File: src/rtl/param_counter.sv
// Parametrised up/down counter with wrap or saturate, sync clear, parallel load and carry pulse.
// Latency: cnt, cout and sat are registered and update one edge after en/clr/load are sampled.
// Backpressure: none; en gates stepping, and cout can drive a downstream instance's en.
//
// Ports: clk, rst (async, active high), en, clr, load, load_val[WIDTH], mode[2]
//        -> cnt[WIDTH], cout (one-cycle carry/borrow), sat (held at bound), zero (cnt == 0).
// Optional build macro CNT_PRESCALE_EN adds a PRESCALE-deep enable divider and a tick output.
module param_counter #(
  parameter int WIDTH    = 4,
  parameter int MAX      = 15,
  parameter int PRESCALE = 4
) (
  input  logic             clk,
  input  logic             rst,
  input  logic             en,
  input  logic             clr,
  input  logic             load,
  input  logic [WIDTH-1:0] load_val,
  input  logic [1:0]       mode,
  output logic [WIDTH-1:0] cnt,
  output logic             cout,
  output logic             sat,
  output logic             zero
`ifdef CNT_PRESCALE_EN
  ,
  output logic             tick
`endif
);

  localparam logic [WIDTH-1:0] MAX_V = WIDTH'(MAX);

  // Reject configurations outside the supported range at elaboration time.
  if (WIDTH < 2 || WIDTH > 32 || MAX < 1 || PRESCALE < 1 ||
      longint'(MAX) > ((longint'(1) << WIDTH) - 1)) begin : g_bad_param
    $error("param_counter: unsupported WIDTH/MAX/PRESCALE combination");
  end

  logic [WIDTH-1:0] cnt_q, cnt_d;
  logic             cout_q, cout_d;
  logic             sat_q, sat_d;
  logic             step;

`ifdef CNT_PRESCALE_EN
  localparam int            PW       = (PRESCALE > 1) ? $clog2(PRESCALE) : 1;
  localparam logic [PW-1:0] PRE_LAST = PW'(PRESCALE - 1);

  logic [PW-1:0] pre_q, pre_d;

  // A counter step happens only on the enabled cycle that closes a prescale period;
  // clr/load take priority and also restart the period.
  assign step = en && !clr && !load && (pre_q == PRE_LAST);
  assign tick = step;

  always_comb begin
    pre_d = pre_q;
    if (clr || load) begin
      pre_d = '0;
    end else if (en) begin
      pre_d = (pre_q == PRE_LAST) ? '0 : pre_q + PW'(1);
    end
  end

  always_ff @(posedge clk or posedge rst) begin
    if (rst) begin
      pre_q <= '0;
    end else begin
      pre_q <= pre_d;
    end
  end
`else
  assign step = en;
`endif

  logic [WIDTH-1:0] bound;    // saturation bound for the current direction
  logic [WIDTH-1:0] ld_clamp;
  logic [WIDTH-1:0] cnt_inc;
  logic [WIDTH-1:0] cnt_dec;

  // Increment/decrement are only used when cnt is strictly inside the range,
  // so WIDTH-bit arithmetic never overflows.
  assign cnt_inc  = cnt_q + WIDTH'(1);
  assign cnt_dec  = cnt_q - WIDTH'(1);
  assign bound    = mode[0] ? '0 : MAX_V;
  assign ld_clamp = (load_val > MAX_V) ? MAX_V : load_val;

  always_comb begin
    cnt_d  = cnt_q;
    cout_d = 1'b0;
    sat_d  = 1'b0;
    if (clr) begin
      cnt_d = mode[0] ? MAX_V : '0;
    end else if (load) begin
      cnt_d = ld_clamp;
      sat_d = mode[1] && (ld_clamp == bound);
    end else begin
      if (step) begin
        unique case (mode)
          2'b00: begin
            if (cnt_q == MAX_V) begin
              cnt_d  = '0;
              cout_d = 1'b1;
            end else begin
              cnt_d = cnt_inc;
            end
          end
          2'b01: begin
            if (cnt_q == '0) begin
              cnt_d  = MAX_V;
              cout_d = 1'b1;
            end else begin
              cnt_d = cnt_dec;
            end
          end
          2'b10: begin
            // Holding at MAX is not a step, so no repeated carry.
            if (cnt_q != MAX_V) begin
              cnt_d  = cnt_inc;
              cout_d = (cnt_inc == MAX_V);
            end
          end
          default: begin
            if (cnt_q != '0) begin
              cnt_d  = cnt_dec;
              cout_d = (cnt_dec == '0);
            end
          end
        endcase
      end
      // Without a step cnt_d equals cnt_q, so this also refreshes sat on idle cycles.
      sat_d = mode[1] && (cnt_d == bound);
    end
  end

  always_ff @(posedge clk or posedge rst) begin
    if (rst) begin
      cnt_q  <= '0;
      cout_q <= 1'b0;
      sat_q  <= 1'b0;
    end else begin
      cnt_q  <= cnt_d;
      cout_q <= cout_d;
      sat_q  <= sat_d;
    end
  end

  assign cnt  = cnt_q;
  assign cout = cout_q;
  assign sat  = sat_q;
  assign zero = (cnt_q == '0);

endmodule
File: config.mk
export PLATFORM = sky130hd
export DESIGN_NAME = param_counter
export DESIGN_NICKNAME = d
export VERILOG_FILES = /design/src/rtl/param_counter.sv
export SDC_FILE = /design/constraint.sdc
export NUM_CORES = 1
export LEC_CHECK = 0
export ABC_CLOCK_PERIOD_IN_PS = 3130
export BUFFER_PORTS_ARGS = -buffer_cell sky130_fd_sc_hd__buf_2
export CORE_AREA = 2 2 42 44
export DETAILED_ROUTE_END_ITERATION = 10
export DIE_AREA = 0 0 44 46
export PLACE_DENSITY = 0.85
export SYNTH_ARGS = -nofsm -noshare
export SYNTH_HDL_FRONTEND = slang
export SYNTH_SLANG_ARGS = --single-unit
File: constraint.sdc
create_clock -name clk -period 3.13 [get_ports clk]
set_input_delay 0.313 -clock clk [delete_from_list [all_inputs] [get_ports clk]]
set_output_delay 0.313 -clock clk [all_outputs]
set_load 0.01 [all_outputs]
==> flow_summary.yaml <==
clock_tree:
  insertion_delay_ps: 240
  cts_max_path_buffers: 2
  cts_resized: 0
  clkTransAtPathRegs_ps: 40
  h-tree-depth: 1
  ctsHoldBuffers: 1
  tritoncts: "done"
  numCtsBuffers: 3
  root_buffer: "clkbuf_4"
  clock-sinks: 6
  post-cts-setup-buffers: 0
yosys:
  synthArstFlopShare: 1.00
  synth-edff-count: 0
  synth.ff_latch_count: 6
  syn_nets: 116
  yosysUniqueCellTypes: 38
  yosysWarnings: 0
  syn_inst: 99
  synthFlopType: "dfrtp_1"
  ys_seq_area_frac: 0.192
  synthesis.area_um2: 783
  ys_top_cells_by_area: "dfrtp_1 (19%), ha_1 (9.6%), nor2b_1 (5.6%), mux2i_1 (5.1%), a21oi_1 (4.5%)"
  yosys.area.top_type_share: 0.192
  synth_top_cell_by_area: "dfrtp_1"
  synth_area_per_cell_um2: 7.91
route:
  firstDrtPassIters: 4
  drt_iter0_drc: 14
  ant_nets: 0
  drcViolationCount: 0
  avgViaCountPerCell: 5.92
  wl_per_cell_um: 14.7
  vias: 776
  routed_wl_mm: 1.93
grt:
  grt_pass1_vias: 750
  gr-total-overflow: 0
  grt_util_all_layers: 0.205
  grt_antenna_before_repair: 0
  grt_max_degree: 20
  grt_pass1_wl_mm: 3.15
critical_path:
  r2r-start: "cnt[1]"
  cp.arrival_ps: 3010
  start_kind: "flip-flop"
  worst-path-stages: 11
  worst-path-max-fanout: 8
  slowest_stage: "o41ai_1"
  worstSetupEndpointType: "flip-flop"
  r2r_end: "sat"
  crit_buf_inv: 2
  cp.required_ps: 3290
  reg2reg_depth: 11
  reg2reg_slack_ps: 280
  critPathTopFamily: "compound AO/OA/AOI/OAI gates"
  slowest_delay_ps: 610
  path_class: "flip-flop to flip-flop"
  path_cells: "inv_1, ha_1, nor3b_1, inv_1, ha_1, nor2b_1, a211oi_1, o41ai_1, nor3b_1, nand3b_1, o22ai_2"
floorplanning:
  fp-row-count: 15
  fp.dieW_um: 44
  initial_core_util: 0.485
  fp.dieH_um: 46
  ios: 18
  die_area_um2: 2020
  core_region_area_um2: 1610
sta:
  fmax_mhz: 351
  drv_slew: 0
  worst_slew_margin_rel: 0.484
  rsz0062_at_grt: "false"
  setup_ws_ps: 283
  hold_violations: 0
  fin_tns_setup_ps: 0
  final-setup-viol-count: 0
  fin_worst_skew_ps: 3.90
  fin_crit_ps: 2850
  fin_crit_sh: 0.909
  max_slew.worst_pin.slew_ps: 764
pwr:
  cellInternalPower_uw: 186
  seq_power_share: 0.331
  power.density_nw_per_um2: 330
  pwr-share-clk: 0.235
  switching_share: 0.373
  p_leak_uw: 0.000414
  vdd.ir_drop.worst_v: 0.000305
  power.combinational.fraction: 0.434
  p_sw_uw: 111
place:
  dp_hpwl_mm: 1.48
  dp_cells: 127
  gp_congestion: 0.841
  port_buffers: 17
  pre_cts_slack_ps: 306
layout:
  layout-drive-gt1-share: 0.246
  multi_input_area_um2: 561
  final_nets: 133
  final_cell_mix: "buf_2 (17), inv_1 (7), nor2b_1 (7), a21oi_1 (7)"
  nFillCells: 157
  diodes: 0
  final_common_cell: "buf_2"
  final_cells: 131
  regArea_um2: 150
  area_growth_pct: 14.7
job:
  maxCapViolCount: 0
hold_path:
  whs_endpoint: "cnt[2]"
  hold_class: "primary input to flip-flop"
  hp-start: "clr"
  hold_depth: 2
run_status:
  status: "finished, final reports clean"
[cells in the mapped netlist, types with 2 or more instances]
cell	instances
nor3b_1	4
clkbuf_1	5
a21oi_1	7
o41ai_1	2
a211oi_1	4
ha_1	6
dfrtp_1	6
nand2_1	6
nand3_1	2
o31ai_1	2
nor2b_1	7
nor3_1	2
mux2_2	2
o21ai_0	2
mux2i_1	4
nor2_1	6
a2111oi_0	2
inv_1	7
nand2b_1	4
[cell type report]
cell class	count	area share
Multi-Input combinational cell	77	0.624
Tap cell	17	0.0237
Inverter	7	0.0292
Clock buffer	3	0.0251
Timing Repair Buffer	21	0.131
Sequential cell	6	0.167
[metal layers]
metal | share of wire | up-vias | global-route usage
met3 | 0.049 | 2 | 0.0635
li1 | - | 393 | -
met1 | 0.43 | 356 | 0.250
met5 | 0 | - | 0
met2 | 0.50 | 25 | 0.350
met4 | 0.015 | 0 | 0.0545
[cell families (layout without fill, tap and decap cells)]
| group | after synthesis | after routing | share of synthesized area |
|---|---|---|---|
| buffers and inverters | 16 | 31 | 0.0927 |
| AOI/OAI and AO/OA | 29 | 29 | 0.278 |
| and+or+nand+nor | 36 | 36 | 0.262 |
| adders and majority gates | 6 | 6 | 0.0958 |
| muxes | 6 | 6 | 0.0799 |
| DFF | 6 | 6 | 0.192 |
[power by group through the flow]
stage	Clock [uW]	Sequential (uW)	Combinational, uW
after floorplan	0	94.1	98.0
after global placement	0	98.1	122
after detailed placement	0	99.0	127
after CTS	72.2	97.8	129
after global routing	76.9	99.6	144
final	69.6	98.2	129
[state kept, by name, summed over array words and instances (netlist names)]
signal	cells
cout	1
sat	1
cnt	4
[worst reg2reg max path: stages, from the launching register on]
cell,delay [ps]
dfrtp_1,460
inv_1,120
ha_1,240
nor3b_1,310
inv_1,80
ha_1,270
nor2b_1,120
a211oi_1,60
o41ai_1,610
nor3b_1,260
nand3b_1,110
o22ai_2,140
[worst max path at each step]
stage / startpoint / end
final: cnt[1] / sat
after global routing: cnt[1] / sat
after CTS: cnt[1] / sat
after detailed placement: cnt[1] / sat
after global placement: cnt[1] / sat
after floorplan: cnt[1] / sat
[through the flow]
| stage | area (um^2) | hold slack, ps | total power, uW | util |
|---|---|---|---|---|
| floorplan | 783 | 104 | 192 | - |
| CTS | 898 | 351 | 299 | 0.557 |
| global route | 898 | 370 | 320 | 0.557 |
| detailed placement | 866 | 233 | 226 | 0.536 |
| global placement | 866 | 226 | 220 | 0.536 |
| finish | 898 | 359 | 296 | 0.557 |
Note: power is estimated with default switching activity, not from simulation.
